$ cat src/rtl/port_out_buffer.sv
// Purpose: per-port egress FIFO between the switch input FSM and the port consumer, gated by a RUN/DRAIN/IDLE FSM.
// Latency: a write is visible on port_out/port_ready one cycle later (first-word-fall-through, no bypass when empty).
// Backpressure: port_busy is register-decoded (not in RUN, or occupancy >= BUSY_THR); writes at full without a pop are dropped and flagged.
module port_out_buffer #(
    parameter int W_WIDTH  = 8,
    parameter int DEPTH    = 8,
    parameter int BUSY_THR = DEPTH - 1
) (
    input  logic               clk,
    input  logic               rst_n,
    input  logic               sw_en,
    input  logic               wr_en,
    input  logic [W_WIDTH-1:0] data_in,
    output logic               port_busy,
    input  logic               port_read,
    output logic               port_ready,
    output logic [W_WIDTH-1:0] port_out,
    output logic               overflow
);

    localparam int AW = $clog2(DEPTH);

    localparam logic [1:0] S_IDLE  = 2'd0;
    localparam logic [1:0] S_RUN   = 2'd1;
    localparam logic [1:0] S_DRAIN = 2'd2;

    localparam logic [AW:0]   C_FULL  = (AW+1)'(DEPTH);
    localparam logic [AW:0]   C_BUSY  = (AW+1)'(BUSY_THR);
    localparam logic [AW:0]   C_ONE   = (AW+1)'(1);
    localparam logic [AW-1:0] PTR_ONE = AW'(1);

    logic [1:0]         r_state;
    logic [1:0]         w_state_nxt;
    logic [W_WIDTH-1:0] r_mem [DEPTH];
    logic [AW-1:0]      r_wr_ptr;
    logic [AW-1:0]      r_rd_ptr;
    logic [AW:0]        r_count;
    logic [AW:0]        w_count_nxt;
    logic               r_overflow;

    logic w_empty;
    logic w_full;
    logic w_run;
    logic w_pop;
    logic w_push;
    logic w_drop;

    assign w_empty = (r_count == '0);
    assign w_full  = (r_count == C_FULL);
    assign w_run   = (r_state == S_RUN);

    // Pops are legal in any state; a push at full is allowed only when a pop frees the slot this cycle.
    assign w_pop  = port_read & ~w_empty;
    assign w_push = wr_en & w_run & (~w_full | w_pop);
    assign w_drop = wr_en & w_run & w_full & ~w_pop;

    // Occupancy for next cycle; simultaneous push and pop leave it unchanged.
    always_comb begin
        w_count_nxt = r_count;
        case ({w_push, w_pop})
            2'b10:   w_count_nxt = r_count + C_ONE;
            2'b01:   w_count_nxt = r_count - C_ONE;
            default: w_count_nxt = r_count;
        endcase
    end

    // Control FSM: DRAIN empties the queue after sw_en drops, re-enabling takes priority over going idle.
    always_comb begin
        w_state_nxt = r_state;
        case (r_state)
            S_IDLE: begin
                if (sw_en) w_state_nxt = S_RUN;
            end
            S_RUN: begin
                if (!sw_en) w_state_nxt = w_empty ? S_IDLE : S_DRAIN;
            end
            S_DRAIN: begin
                if (sw_en)                   w_state_nxt = S_RUN;
                else if (w_count_nxt == '0)  w_state_nxt = S_IDLE;
            end
            default: w_state_nxt = S_IDLE;
        endcase
    end

    // State, pointers, occupancy and the sticky overflow flag.
    always_ff @(posedge clk or negedge rst_n) begin
        if (!rst_n) begin
            r_state    <= S_IDLE;
            r_wr_ptr   <= '0;
            r_rd_ptr   <= '0;
            r_count    <= '0;
            r_overflow <= 1'b0;
        end else begin
            r_state <= w_state_nxt;
            r_count <= w_count_nxt;
            if (w_push) r_wr_ptr <= r_wr_ptr + PTR_ONE;
            if (w_pop)  r_rd_ptr <= r_rd_ptr + PTR_ONE;
            if (w_drop) r_overflow <= 1'b1;
        end
    end

    // Storage array; contents are don't-care until written, so it carries no reset.
    always_ff @(posedge clk) begin
        if (w_push) r_mem[r_wr_ptr] <= data_in;
    end

    // Head data is forced to zero while empty so stale or uninitialised entries never leak out.
    assign port_out   = w_empty ? '0 : r_mem[r_rd_ptr];
    assign port_ready = ~w_empty;
    assign port_busy  = ~w_run | (r_count >= C_BUSY);
    assign overflow   = r_overflow;

endmodule

$ cat config.mk
export PLATFORM = sky130hd
export DESIGN_NAME = port_out_buffer
export DESIGN_NICKNAME = d
export VERILOG_FILES = /design/src/rtl/port_out_buffer.sv
export SDC_FILE = /design/constraint.sdc
export NUM_CORES = 1
export LEC_CHECK = 0
export BUFFER_PORTS_ARGS = -buffer_cell sky130_fd_sc_hd__buf_2
export CAP_MARGIN = 20
export CORE_MARGIN = 4
export CORE_UTILIZATION = 35
export CTS_CLUSTER_SIZE = 8
export DETAILED_ROUTE_END_ITERATION = 12
export GPL_ROUTABILITY_DRIVEN = 0
export PLACE_DENSITY = 0.56
export SYNTH_ARGS = -nofsm -noshare
export SYNTH_HDL_FRONTEND = slang
export SYNTH_SLANG_ARGS = --single-unit
$ cat constraint.sdc
create_clock -name clk -period 3.7 [get_ports clk]
set_input_delay 0.74 -clock clk [delete_from_list [all_inputs] [get_ports clk]]
set_output_delay 0.74 -clock clk [all_outputs]
set_load 0.03 [all_outputs]
==> results of run 1 <==
==> worst min-delay path by stage <==
| stage | from | to | slack [ns] | depth (start not counted) |
|---|---|---|---|---|
| floorplan | rst_n | overflow | 0.44 | 0 |
| global placement | overflow | overflow | 0.46 | 1 |
| detailed placement | overflow | overflow | 0.47 | 1 |
| CTS | rst_n | overflow | 0.27 | 1 |
| global route | rst_n | overflow | 0.28 | 1 |
| finish | rst_n | overflow | 0.27 | 1 |
==> metal layers <==
| layer | vias to the layer above | track usage | routed length [um] |
|---|---|---|---|
| met2 | 32 | 0.177 | 2740 |
| met4 | 0 | 0.0388 | 68 |
| met5 | - | 0 | 0 |
| met3 | 7 | 0.0443 | 270 |
| met1 | 822 | 0.174 | 2750 |
| li1 | 768 | - | - |
==> Yosys cell counts <==
master    count
nor2_2        1
xnor2_1       4
inv_1         1
a21oi_2       2
buf_2         3
and3_2        2
nor2b_1       1
o41ai_4       1
o21bai_1      1
and3b_1       1
nor2_1       15
a31oi_1       1
mux2i_1       8
inv_2         1
clkbuf_1      2
nand2_1       8
nor3_1        6
buf_4         1
nor4_1        1
and2b_2       1
nand2b_1      3
a21oi_1       2
a32o_1        1
mux2_4        1
and3_1        1
mux2_2        2
a211oi_1      1
a21boi_0      1
or3_1         1
buf_1         1
o41ai_1       1
mux4_2       16
edfxtp_1     64
xor2_1        3
nor4_2        1
dfrtp_1      13
nand3b_1      1
ha_1          3
==> cell families (layout without fill, tap and decap cells) <==
group | after synthesis | count (layout) | synth area share
adder cells (fa/ha/maj) | 3 | 3 | 0.0118
multiplexers | 27 | 27 | 0.150
XOR/XNOR | 7 | 7 | 0.0192
flip-flops | 77 | 77 | 0.705
buffers and inverters | 9 | 52 | 0.0130
AND/OR/NAND/NOR | 43 | 43 | 0.0687
AO/OA/AOI/OAI | 11 | 11 | 0.0322
==> flip-flops by register name (all words and copies together), names as in the netlist <==
name / count
overflow: 1
r_rd_ptr: 3
r_count: 4
r_mem: 64
r_wr_ptr: 3
r_state: 2
==> through the flow <==
stage | cell area (um^2) | instances
floorplan | 3190 | 177
global placement | 3490 | 312
detailed placement | 3490 | 312
CTS | 3700 | 328
global route | 3700 | 328
finish | 3700 | 328
==> worst max-delay path, stage by stage, from the launching register on <==
cell and delay [ns]:
dfrtp_1 0.88, mux4_2 0.42, mux2i_1 0.13, nor2_1 0.07, buf_2 0.21
==> power by group <==
part / total (mW) / switching (mW) / leakage [nW] / internal, mW
clock network: 0.671 / 0.295 / 0.105 / 0.376
registers: 1.23 / 0.177 / 0.737 / 1.05
logic: 0.945 / 0.509 / 0.484 / 0.436
total: 2.84 / 0.980 / 1.33 / 1.86
==> area by class of cell <==
type,instances,share of cell area
clock buffers,9,0.0334
clock inverters,7,0.0240
inverters,2,0.00203
multi-input cells,91,0.244
flip-flops and latches,77,0.607
well taps,108,0.0365
repair buffers,34,0.0534
==> metrics.yaml, run 1 <==
synthesis:
  synth_area_per_cell_um2: 18.0
  synth_top_cell_by_area: "edfxtp_1"
  ys.warnings.count: 0
  synthDistinctLibCells: 38
  synthTopCellsByArea: "edfxtp_1, mux4_2, dfrtp_1"
  yosysSeqAreaShare: 0.705
  syn_inst: 177
  ys_ff_latch: 77
  synthDominantCellAreaShare: 0.603
  syn-cell-area_um2: 3190
  syn_nets: 193
grt:
  grt_remaining_overflow: 0
  grt_max_degree: 19
  antenna_found_initial: 0
  grt_pass1_vias: 1657
  grt_first_pass_wirelength_um: 9310
  grt_usage: 0.123
power:
  p_leak_nw: 1.33
  power_density_nw_per_um2: 767
  p_total_mw: 2.84
  max-vdd-ir-drop_mv: 0.272
final_layout:
  area_growth_pct: 16.3
  mostFrequentLayoutCells: "edfxtp_1, buf_2, mux4_2, nor2_1, dfrtp_1"
  antennaDiodeCount: 0
  regArea_um2: 2250
  utilization: 0.421
  n_fill_cell: 792
  final_common_cell: "edfxtp_1"
  multi_input_area_um2: 905
  nets: 231
  drive_above_1_share: 0.350
drt:
  ant_nets: 0
  drc: 0
  dr.pass1.iters: 4
  first_iter_violations: 45
  routed_wl_um: 5830
  wire_per_inst_um: 17.8
  avgViaCountPerCell: 4.97
  vias: 1629
worst_setup_path:
  crit_type: "reg -> out"
  reg2reg_slack_ns: 1.37
  critPathLaunchType: "flip-flop"
  end_kind: "output port"
  r2r-start: "r_count[3]"
  cp-endpoint: "port_out[4]"
  r2r_end: "r_mem[3][2]"
  arrival_ns: 2.07
  reg2reg_depth: 4
  startpoint: "r_rd_ptr[1]"
  required_ns: 2.96
  crit_fanout: 18
timing:
  period_needed_ns: 2.81
  worst_pin_slew_ns: 0.910
  max_clock_freq_mhz: 356
  layout_setup_ws_ns: 0.890
  setup_violations: 0
  finalCritPeriodShare: 0.760
  hold_ws_ns: 0.274
  rsz0062_at_grt: "false"
  finalSetupTns_ns: 0
  skew_ns: 0.0104
  hold_viol: 0
  drv_slew: 0
  slew_headroom: 0.391
floorplanning:
  num_rows: 34
  die_h_um: 103
  dieWidth_um: 103
  dieArea_um2: 10700
  initial_utilization: 0.362
  core_um2: 8810
  boundaryPins: 24
run:
  drv_cap: 0
clock_tree:
  cts.sinks: 77
  ctsLongestPathBuffers: 2
  h-tree-depth: 3
  clk_pin_slew_ns: 0.08
  cts_setup_buffers: 0
  cts_root_buf: "clkbuf_8"
  post_cts_resized: 0
  cts_tree: "built"
  cts_hold_buf: 0
  clock_latency_ns: 0.34
  numCtsBuffers: 9
place:
  post-place-ws_ns: 0.945
  io_buffers: 23
  dpl.hpwl_um: 3970
outcome:
  status: "finished, final reports clean"
min_path:
  hp-class: "in -> async"
Power figures use the tool's default switching activity.
==> inputs of run 2 (changes only) <==
Clock period 3.7 ns to 2.6 ns, I/O delays scaled along.
==> run 2 against run 1 <==
- sequential share of layout area decreased by 0.99 points
- worst hold slack got worse by 0.22 ns
- die area unchanged
- power increased by 44%
- combinational power increased by 54%
- utilization increased by 0.70 points
- clock skew decreased by 0.0015 ns
- global-route usage decreased by 0.064 points
- via count increased by 1.4%
- critical endpoint is now port_out[1]
- largest power group unchanged
==> metrics.yaml, run 2 (synthesis results as in run 1) <==
timing:
  finalCritPeriodShare: 0.915
  skew_ns: 0.00894
  rsz0062_at_grt: "false"
  slew_headroom: 0.593
  max_clock_freq_mhz: 420
  drv_slew: 0
  finalSetupTns_ns: 0
  period_needed_ns: 2.38
  setup_violations: 0
  hold_ws_ns: 0.0560
  layout_setup_ws_ns: 0.221
  worst_pin_slew_ns: 0.611
  hold_viol: 0
floorplanning:
  initial_utilization: 0.362
  die_h_um: 103
  boundaryPins: 24
  dieArea_um2: 10700
  dieWidth_um: 103
  num_rows: 34
  core_um2: 8810
worst_setup_path:
  crit_type: "reg -> out"
  arrival_ns: 1.86
  crit_fanout: 10
  required_ns: 2.08
  end_kind: "output port"
  critPathLaunchType: "flip-flop"
power:
  p_total_mw: 4.09
  intPower_mw: 2.70
  p_leak_nw: 1.37
  max-vdd-ir-drop_mv: 0.422
  clock_power_share: 0.233
  seqPwrFrac: 0.411
  p_sw_mw: 1.39
  power_density_nw_per_um2: 1090
  p_comb_frac: 0.356
  p_sw_frac: 0.341
min_path:
  hp-class: "in -> async"
place:
  post_dp_cell_area_um2: 3550
  io_buffers: 23
  post-place-ws_ns: 0.456
  dp.cells: 320
  dpl.hpwl_um: 3980
final_layout:
  drive_above_1_share: 0.373
  utilization: 0.428
  final_area_um2: 3770
  antennaDiodeCount: 0
  top_regs: "r_mem: 64 flops, r_count: 4 flops"
  area_growth_pct: 18.2
  largest_register_ffs: 64
  nets: 239
  final_cells: 336
  mostFrequentLayoutCells: "edfxtp_1, buf_2, buf_4, mux4_2, nor2_1"
  largest-register: "r_mem"
  final_common_cell: "edfxtp_1"
drt:
  vias: 1652
  ant_nets: 0
  dr.pass1.iters: 5
  drc: 0
  routed_wl_um: 5860
  first_iter_violations: 40
  wire_per_inst_um: 17.4
  avgViaCountPerCell: 4.92
clock_tree:
  cts_root_buf: "clkbuf_8"
  cts_setup_buffers: 0
  ctsLongestPathBuffers: 2
  cts.sinks: 77
  cts_tree: "built"
  clock_latency_ns: 0.34
  post_cts_resized: 0
  clk_pin_slew_ns: 0.08
  numCtsBuffers: 9
  h-tree-depth: 3
  cts_hold_buf: 0
grt:
  grt_use_met3: 0.0416
  grt_max_degree: 14
  grt.busiest_layer: "met2"
  grt_first_pass_wirelength_um: 9360
  grt_remaining_overflow: 0
  grt_usage: 0.122
  met2_usage: 0.191
  antenna_found_initial: 0
  use_met1: 0.162
  grt_pass1_vias: 1739
outcome:
  status: "finished, final reports clean"
run:
  drv_cap: 0
-- run 2: power by group through the flow --
stage,clock network [mW],logic (mW),registers [mW]
2_1_floorplan,0,1.17,1.60
3_3_place_gp,0,1.49,1.71
3_5_place_dp,0,1.49,1.71
4_1_cts,0.982,1.50,1.69
5_1_grt,1.05,1.60,1.71
6_report,0.951,1.46,1.68
-- run 2: layout make-up --
type                            instances  area [um^2]
Fill cell                             800         5040
Sequential cell                        77         2250
Multi-Input combinational cell         91          905
Timing Repair Buffer                   42          258
Tap cell                              108          135
Clock buffer                           10          128
Clock inverter                          6         86.3
Inverter                                2         7.51
-- run 2: final timing paths --
| check | cells after the start | end | start | slack, ns |
|---|---|---|---|---|
| worst max-delay path | 5 | port_out[1] | r_rd_ptr[0] | 0.22 |
| worst min-delay path | 1 | overflow | rst_n | 0.06 |
| worst max register to register | 8 | r_state[1] | r_count[2] | 0.46 |
| worst min register to register | 1 | overflow | overflow | 0.49 |
| max in group asynchronous | 1 | r_rd_ptr[1] | rst_n | 2.30 |
| min in group clk | 2 | r_state[0] | sw_en | 0.45 |
-- run 2: layer usage --
metal | part of all wire | up-vias
met5 | 0 | -
li1 | - | 786
met1 | 0.47 | 832
met3 | 0.037 | 4
met2 | 0.48 | 30
met4 | 0.0091 | 0
-- run 2: critical path: stages (launching register included) --
cell and delay, ns:
dfrtp_1 0.36, buf_4 0.24, mux4_2 0.53, mux2i_1 0.16, nor2_1 0.06, buf_2 0.18
==> inputs of run 3 (changes only) <==
Settings changed: BUFFER_PORTS_ARGS -buffer_cell sky130_fd_sc_hd__buf_2 to -buffer_cell sky130_fd_sc_hd__buf_4.
==> run 3 against run 2 <==
- non-clock buffer count unchanged
- cell area is 0.20% higher
- clock-buffer cell count shrank 1
- worst hold slack worse by 0.038 ns
- sequential power is essentially flat
- register-to-register slack worse by 0.04 ns
- clock skew rose by 0.00061 ns
- final cell count shrank 0.30%
- critical path depth stayed put
- largest cell class unchanged
==> metrics.yaml, run 3 (synthesis results as in run 1) <==
drt:
  avgViaCountPerCell: 4.96
  drc: 0
  ant_nets: 0
  vias: 1663
  dr.pass1.iters: 4
  routed_wl_um: 5940
  wire_per_inst_um: 17.7
  first_iter_violations: 58
worst_setup_path:
  slowest_stage: "mux4_2"
  crit_fanout: 10
  critPathLaunchType: "flip-flop"
  required_ns: 2.08
  r2r_end: "r_state[1]"
  path_cells: "buf_4 -> mux4_2 -> mux2i_1 -> nor2_1 -> buf_4"
  slowest_delay_ns: 0.54
  reg2reg_depth: 8
  r2r-start: "r_count[2]"
  crit_type: "reg -> out"
  end_kind: "output port"
  reg2reg_slack_ns: 0.42
  arrival_ns: 1.82
  cp_common_cell: "buf_4"
timing:
  finalCritPeriodShare: 0.900
  slew_headroom: 0.593
  period_needed_ns: 2.34
  hold_viol: 0
  skew_ns: 0.00955
  rsz0062_at_grt: "false"
  worst_pin_slew_ns: 0.611
  setup_violations: 0
  max_clock_freq_mhz: 427
  layout_setup_ws_ns: 0.260
  finalSetupTns_ns: 0
  drv_slew: 0
final_layout:
  area_growth_pct: 18.4
  top_regs: "r_mem: 64 flops, r_count: 4 flops"
  mostFrequentLayoutCells: "edfxtp_1, buf_4, mux4_2, nor2_1, dfrtp_1"
  largest_register_ffs: 64
  final_common_cell: "edfxtp_1"
  antennaDiodeCount: 0
  nets: 239
  final_area_um2: 3770
  largest-register: "r_mem"
  drive_above_1_share: 0.379
grt:
  grt_remaining_overflow: 0
  grt_max_degree: 14
  grt_usage: 0.123
  grt_pass1_vias: 1772
  antenna_found_initial: 0
  grt_first_pass_wirelength_um: 9490
clock_tree:
  numCtsBuffers: 9
  cts_hold_buf: 0
  clk_pin_slew_ns: 0.08
  cts_root_buf: "clkbuf_8"
  cts.sinks: 77
  cts_tree: "built"
  post_cts_resized: 0
  cts_setup_buffers: 0
  ctsLongestPathBuffers: 2
  clock_latency_ns: 0.34
  h-tree-depth: 3
floorplanning:
  dieWidth_um: 103
  num_rows: 34
  die_h_um: 103
  dieArea_um2: 10700
  boundaryPins: 24
  initial_utilization: 0.362
  core_um2: 8810
min_path:
  hp-class: "in -> async"
place:
  post_dp_cell_area_um2: 3610
  post-place-ws_ns: 0.447
  io_buffers: 23
  dpl.hpwl_um: 4000
power:
  p_leak_nw: 1.37
  max-vdd-ir-drop_mv: 0.389
  power_density_nw_per_um2: 1060
outcome:
  status: "finished, final reports clean"
run:
  drv_cap: 0
[run 3: worst max-delay path by stage]
stage | start | endpoint | slack [ns] | cells after the start
CTS | r_rd_ptr[0] | port_out[5] | 0.21 | 5
detailed placement | r_count[2] | r_state[1] | 0.45 | 8
global route | r_rd_ptr[0] | port_out[3] | 0.11 | 5
floorplan | r_rd_ptr[0] | port_out[6] | 0.40 | 5
finish | r_rd_ptr[0] | port_out[5] | 0.26 | 5
global placement | r_count[2] | r_state[1] | 0.50 | 8
[run 3: critical path, delay by kind of cell (launching register included)]
kind | cells | cell delay, ns
mux | 2 | 0.68
simple gates | 1 | 0.05
flops | 1 | 0.35
buf+inv | 2 | 0.40
[run 3: layout make-up]
cell class              count  area [um^2]
clock buffers               9          124
clock inverters             6         40.0
fillers                   792         5030
inverters                   2         7.51
multi-input cells          91          905
flip-flops and latches     77         2250
well taps                 108          135
repair buffers             42          315
[run 3: metal layers]
metal  part of all wire  wire length, um  vias to the layer above  track usage
li1                   -                -                      783            -
met2               0.45             2660                       27        0.178
met5                  0                0                        -            0
met1               0.51             3020                      846        0.180
met4              0.014               82                        0       0.0568
met3              0.031              184                        7       0.0241
[run 3: through the flow]
| step | utilization | cells | hold WS, ns | total power, mW |
|---|---|---|---|---|
| finish | 0.429 | 335 | 0.0184 | 3.99 |
| global route | 0.429 | 335 | 0.0133 | 4.25 |
| CTS | 0.429 | 335 | 0.00425 | 4.06 |
| detailed placement | 0.410 | 320 | 0.379 | 3.29 |
| global placement | 0.410 | 320 | 0.379 | 3.27 |
| floorplan | - | 177 | 0.224 | 2.77 |
[run 3: power by group]
part | total (mW) | internal [mW] | switching (mW)
clock | 0.771 | 0.341 | 0.430
sequential | 1.70 | 1.49 | 0.207
combinational | 1.52 | 0.738 | 0.787
